==> src/rtl/writeback_stage_if.sv <==
// Memory-stage handshake plus register-file write port and forwarding bus of writeback_stage.
interface writeback_stage_if;
    logic       in_valid;
    logic       in_ready;
    logic [3:0] in_opcode;
    logic [2:0] in_rd;
    logic [7:0] in_alu;
    logic [7:0] in_mem;
    logic [7:0] in_imm;
    logic       RegWrite;
    logic [2:0] write_reg;
    logic [7:0] write_data;
    logic       fwd_valid;
    logic [2:0] fwd_reg;
    logic [7:0] fwd_data;

    modport master (
        output in_valid, in_opcode, in_rd, in_alu, in_mem, in_imm,
        input  in_ready, RegWrite, write_reg, write_data, fwd_valid, fwd_reg, fwd_data
    );

    modport slave (
        input  in_valid, in_opcode, in_rd, in_alu, in_mem, in_imm,
        output in_ready, RegWrite, write_reg, write_data, fwd_valid, fwd_reg, fwd_data
    );
endinterface

==> src/rtl/writeback_stage.sv <==
// Final pipeline stage: 2-entry retire FIFO feeding the register-file write port and forwarding.
// Optional retire counter enabled by defining WB_RETIRE_COUNT_EN.
module writeback_stage #(
    parameter int unsigned DEPTH = 2,
    parameter int unsigned CNT_W = 16
) (
    input  logic             clk,
    input  logic             reset,
    writeback_stage_if.slave bus,
    input  logic             wb_hold,
    input  logic             flush,
    output logic [CNT_W-1:0] retire_count
);
    typedef struct packed {
        logic       wr;
        logic [2:0] rd;
        logic [7:0] data;
    } entry_t;

    entry_t     fifo_q [2];
    entry_t     enq_entry;
    entry_t     head;
    logic       wr_ptr_q, wr_ptr_d;
    logic       rd_ptr_q, rd_ptr_d;
    logic [1:0] count_q, count_d;
    logic       not_empty, push, pop;

    // Only the resolved result is stored; non-writing opcodes keep data at zero.
    always_comb begin
        enq_entry    = '0;
        enq_entry.rd = bus.in_rd;
        if (bus.in_opcode[3] == 1'b0) begin
            enq_entry.wr   = 1'b1;
            enq_entry.data = bus.in_alu;
        end else if (bus.in_opcode == 4'b1001) begin
            enq_entry.wr   = 1'b1;
            enq_entry.data = bus.in_mem;
        end else if (bus.in_opcode == 4'b1010) begin
            enq_entry.wr   = 1'b1;
            enq_entry.data = bus.in_imm;
        end
    end

    assign not_empty    = (count_q != 2'd0);
    assign bus.in_ready = (count_q < 2'(DEPTH));
    assign push         = bus.in_valid & bus.in_ready & ~flush;
    assign pop          = not_empty & ~wb_hold;
    assign head         = not_empty ? fifo_q[rd_ptr_q] : '0;

    assign bus.RegWrite   = pop & head.wr;
    assign bus.write_reg  = head.rd;
    assign bus.write_data = head.data;
    assign bus.fwd_valid  = head.wr;
    assign bus.fwd_reg    = head.rd;
    assign bus.fwd_data   = head.data;

    always_comb begin
        wr_ptr_d = wr_ptr_q;
        rd_ptr_d = rd_ptr_q;
        count_d  = count_q;
        if (flush) begin
            wr_ptr_d = 1'b0;
            rd_ptr_d = 1'b0;
            count_d  = 2'd0;
        end else begin
            if (push) wr_ptr_d = ~wr_ptr_q;
            if (pop)  rd_ptr_d = ~rd_ptr_q;
            count_d = count_q + {1'b0, push} - {1'b0, pop};
        end
    end

    always_ff @(posedge clk) begin
        if (!reset) begin
            wr_ptr_q <= 1'b0;
            rd_ptr_q <= 1'b0;
            count_q  <= 2'd0;
        end else begin
            wr_ptr_q <= wr_ptr_d;
            rd_ptr_q <= rd_ptr_d;
            count_q  <= count_d;
        end
    end

    // Storage needs no reset: empty entries are masked by count_q.
    always_ff @(posedge clk) begin
        if (push) fifo_q[wr_ptr_q] <= enq_entry;
    end

`ifdef WB_RETIRE_COUNT_EN
    logic [CNT_W-1:0] retire_cnt_q;

    always_ff @(posedge clk) begin
        if (!reset) begin
            retire_cnt_q <= '0;
        end else if (pop) begin
            retire_cnt_q <= retire_cnt_q + {{(CNT_W-1){1'b0}}, 1'b1};
        end
    end

    assign retire_count = retire_cnt_q;
`else
    assign retire_count = '0;
`endif
endmodule

==> src/flat_wrapper.sv <==
// flat-port wrapper written by rule: the top's interface ports become plain ports
module writeback_stage_flat 
#(
    parameter int unsigned DEPTH = 2,
    parameter int unsigned CNT_W = 16
)
  (clk, reset, wb_hold, flush, retire_count, bus_in_valid, bus_in_opcode, bus_in_rd, bus_in_alu, bus_in_mem, bus_in_imm, bus_in_ready, bus_RegWrite, bus_write_reg, bus_write_data, bus_fwd_valid, bus_fwd_reg, bus_fwd_data);
  writeback_stage_if bus_i ();
  input  logic clk;
  input  logic reset;
  input  logic wb_hold;
  input  logic flush;
  output logic [CNT_W-1:0] retire_count;
  input wire logic [$bits(bus_i.in_valid)-1:0] bus_in_valid;
  input wire logic [$bits(bus_i.in_opcode)-1:0] bus_in_opcode;
  input wire logic [$bits(bus_i.in_rd)-1:0] bus_in_rd;
  input wire logic [$bits(bus_i.in_alu)-1:0] bus_in_alu;
  input wire logic [$bits(bus_i.in_mem)-1:0] bus_in_mem;
  input wire logic [$bits(bus_i.in_imm)-1:0] bus_in_imm;
  output wire logic [$bits(bus_i.in_ready)-1:0] bus_in_ready;
  output wire logic [$bits(bus_i.RegWrite)-1:0] bus_RegWrite;
  output wire logic [$bits(bus_i.write_reg)-1:0] bus_write_reg;
  output wire logic [$bits(bus_i.write_data)-1:0] bus_write_data;
  output wire logic [$bits(bus_i.fwd_valid)-1:0] bus_fwd_valid;
  output wire logic [$bits(bus_i.fwd_reg)-1:0] bus_fwd_reg;
  output wire logic [$bits(bus_i.fwd_data)-1:0] bus_fwd_data;
  assign bus_i.in_valid = bus_in_valid;
  assign bus_i.in_opcode = bus_in_opcode;
  assign bus_i.in_rd = bus_in_rd;
  assign bus_i.in_alu = bus_in_alu;
  assign bus_i.in_mem = bus_in_mem;
  assign bus_i.in_imm = bus_in_imm;
  assign bus_in_ready = bus_i.in_ready;
  assign bus_RegWrite = bus_i.RegWrite;
  assign bus_write_reg = bus_i.write_reg;
  assign bus_write_data = bus_i.write_data;
  assign bus_fwd_valid = bus_i.fwd_valid;
  assign bus_fwd_reg = bus_i.fwd_reg;
  assign bus_fwd_data = bus_i.fwd_data;
  writeback_stage #(.DEPTH(DEPTH), .CNT_W(CNT_W)) u_core (.clk(clk), .reset(reset), .bus(bus_i), .wb_hold(wb_hold), .flush(flush), .retire_count(retire_count));
endmodule
==> config.mk <==
export PLATFORM = sky130hd
export DESIGN_NAME = writeback_stage_flat
export DESIGN_NICKNAME = d
export VERILOG_FILES = /design/src/rtl/writeback_stage_if.sv /design/src/rtl/writeback_stage.sv /design/src/flat_wrapper.sv
export SDC_FILE = /design/constraint.sdc
export NUM_CORES = 1
export LEC_CHECK = 0
export ABC_AREA = 1
export ABC_CLOCK_PERIOD_IN_PS = 4900
export CAP_MARGIN = 20
export CORE_ASPECT_RATIO = 1.4
export CORE_MARGIN = 1.5
export CORE_UTILIZATION = 43
export DETAILED_ROUTE_END_ITERATION = 16
export PLACE_DENSITY_LB_ADDON = 0.15
export SLEW_MARGIN = 20
export SYNTH_ARGS = -nofsm -noshare
export SYNTH_HDL_FRONTEND = slang
export SYNTH_SLANG_ARGS = --single-unit
==> constraint.sdc <==
create_clock -name clk -period 4.9 [get_ports clk]
set_input_delay 1.47 -clock clk [delete_from_list [all_inputs] [get_ports clk]]
set_output_delay 1.47 -clock clk [all_outputs]
set_load 0.005 [all_outputs]
==> out/qor.csv <==
stage,metric,value,unit
status,status,completed,
sta,Setup-failing EPs final,0,
sta,Fin Clk Skew,0.00306,ns
setup_path,slowest CP cell,clkdlybuf4s50_1,
setup_path,sequence of cells on the critical path,"clkdlybuf4s50_1, nor3_1, clkdlybuf4s50_1",
floorplanning,Die Width,54.1,um
final_layout,layout cells sized above 1,4.89,%
power_and_ir_drop,Pleak,0.856,nW
logic_synthesis,Synth area leader,edfxtp_1,
sta,Max Clk Rate,0.243,GHz
floorplanning,initial core utilization,45.7,%
routing,Starting DRT DRC Count,20,
floorplanning,Ports,77,
global_route,first-pass GRT wire length,4380,um
setup_path,CP max FO,3,
power_and_ir_drop,"IR drop worst, VDD",0.181,mV
logic_synthesis,Yosys cell types,20,
power_and_ir_drop,overall power,0.534,mW
clock_network,TritonCTS clock tree,yes,
sta,"Hold Violations, Final",0,
setup_path,"slowest stage delay, CP",0.52,ns
floorplanning,Die Span Y,74.6,um
setup_path,Critical Path Source Type,input port,
place,area post-placement,0.00205,mm2
final_layout,cell area after layout,0.00213,mm2
setup_path,Worst Path Buf+Inv,2,
clock_network,"Setup Fix Bufs, Post-CTS",0,
clock_network,worst skew pair latency,0.26,ns
routing,Detailed Route WL,2950,um
setup_path,CP top delay family,buffers and inverters,
clock_network,Max clock buf depth,2,
job,max_cap viols,0,
routing,Initial DRT Pass Iterations,4,
clock_network,Clock Pin Slew Worst Setup and Hold Paths,0.05,ns
routing,Vias,1264,
floorplanning,num rows,25,
place,GPL Wtd Cong,0.788,
sta,worst slew pin tran,0.984,ns
floorplanning,die area,0.00403,mm2
global_route,largest net degree at the start of global routing,18,
clock_network,clk sink count,29,
global_route,GR Layer Usage met2,29.9,%
routing,Via density,4.77,
global_route,vias in the first global route,1126,
logic_synthesis,dominant cells by area after synthesis,"edfxtp_1 46%, buf_4 13%, nand2_1 9.1%",
sta,Final Cycle Share,83.8,%
sta,Sum Neg Setup Slack,0,ns
setup_path,Critical Path AT,2.64,ns
global_route,GRT Util Overall,15.1,%
global_route,busiest layer in global routing,met2,
global_route,M3 GR Usage,4.02,%
global_route,total grt overflow,0,
final_layout,Fillers,318,
setup_path,CP Capture Type,output port,
power_and_ir_drop,PwrDens,250,mW/mm2
setup_path,crit path kind,input port to output port,
sta,Final min period,4.11,ns
sta,worst rel slew slack,34.1,%
logic_synthesis,share of the synthesized area in the top cell type,45.8,%
routing,WL/cell,11.1,um
logic_synthesis,Mapped Cells,173,
clock_network,Clock Root Buffer,clkbuf_8,
place,hpwl dp,2340,um
place,dpl ws,0.767,ns
worst_hold_path,HP Class,flip-flop to flip-flop,
clock_network,htree depth,2,
setup_path,Required @ worst endpoint,3.43,ns
final_layout,multi-input logic area,527,um2
logic_synthesis,Mapped Area,0.00157,mm2
routing,Routed Antenna Nets,0,
sta,Final Max Tran Viols,0,
floorplanning,core footprint,0.00344,mm2
clock_network,CTS resizes,0,
logic_synthesis,syn_area_per_cell,9.09,um2
logic_synthesis,synthesis-stage register bit count,29,
sta,RSZ-0062 raised after global routing,false,
clock_network,hold buffers post-CTS,0,
final_layout,ANT cells,0,
logic_synthesis,"Seq/Total Area, Yosys",52.2,%
global_route,initial antenna violation count,0,
logic_synthesis,YS warnings,0,
final_layout,register area,821,um2
final_layout,Layout Nets,263,
setup_path,cell mode on critical path,clkdlybuf4s50_1,
routing,DRC viols,0,
sta,Final WS setup,0.792,ns
clock_network,total CTS buffers,5,
global_route,global-route met1 utilization,13.8,%
place,Port Buffers,60,
final_layout,synth-to-layout area growth,35.7,%
power breakdown:
part,total (mW),internal (mW),switching [mW]
Sequential,0.279,0.277,0.00264
Clock,0.167,0.0949,0.0720
Combinational,0.0875,0.0491,0.0384
Total,0.534,0.421,0.113
cell usage in the layout, fill, tap and decap left out, drive strengths merged, types with 2 or more instances in the layout:
cell	synthesis	routed
ha	2	2
a21oi	12	12
edfxtp	24	24
clkbuf	0	6
o21ai	2	2
dfxtp	5	5
nand3	27	27
clkdlybuf4s50	0	60
nor2	15	15
nand2	38	38
inv	14	14
conb	1	16
registers in the layout (all words and copies together), names as in the netlist, named ones only:
| register | cells |
|---|---|
| u_core.rd_ptr_q | 1 |
| u_core.fifo_q | 24 |
| u_core.wr_ptr_q | 1 |
| u_core.count_q | 2 |
synthesized netlist by cell type:
cell type / number
edfxtp_1: 24
nor2_1: 12
nand3_2: 1
nand2_1: 38
nor3_1: 1
o21ai_1: 1
buf_4: 27
o21ai_0: 1
ha_1: 2
nand3_1: 26
nor2_8: 1
buf_2: 3
inv_2: 1
a21oi_1: 12
conb_1: 1
dfxtp_1: 5
inv_1: 13
nor2_2: 2
buf_6: 1
and3_1: 1
tightest hold or removal path, cell delays in order, from the launching register on:
cell	delay (ns)
dfxtp_1	0.33
nor2_1	0.06
nor2_1	0.09
path summary, 6_finish.rpt:
kind              slack [ns]  depth (start not counted)               from                end
hold reg to reg         0.51                          2    u_core.rd_ptr_q    u_core.rd_ptr_q
setup reg to reg        2.80                          9  u_core.count_q[1]  u_core.count_q[1]
hold / removal          0.51                          2    u_core.rd_ptr_q    u_core.rd_ptr_q
setup / recovery        0.79                          3            wb_hold       bus_RegWrite
layout make-up:
class,instances,share of cell area (%)
Clock buffer,6,3.40
Clock inverter,1,0.176
Inverter,14,2.46
Multi-Input combinational cell,114,24.7
Sequential cell,29,38.5
Tap cell,40,2.34
Timing Repair Buffer,61,28.5
logic make-up (layout without fill, tap and decap cells):
| group | after synthesis | after routing | share of synthesized area [%] |
|---|---|---|---|
| AOI/OAI and AO/OA | 14 | 14 | 4.45 |
| adders and majority gates | 2 | 2 | 1.59 |
| buffers and inverters | 45 | 82 | 17.9 |
| DFF | 29 | 29 | 52.2 |
| other | 1 | 16 | 0.238 |
| and+or+nand+nor | 82 | 82 | 23.6 |
layer usage:
metal | up-vias | part of all wire [%]
met5 | - | 0
met1 | 571 | 36
met3 | 5 | 6.8
met4 | 0 | 0.71
met2 | 54 | 57
li1 | 634 | -
through the flow:
stage	hold slack [ns]	instances	utilization (%)
detailed placement	0.496	257	59.6
finish	0.514	265	62.0
CTS	0.509	264	61.8
floorplan	0.467	188	-
global placement	0.480	257	59.6
global route	0.542	265	62.0
Power figures use the tool's default switching activity.
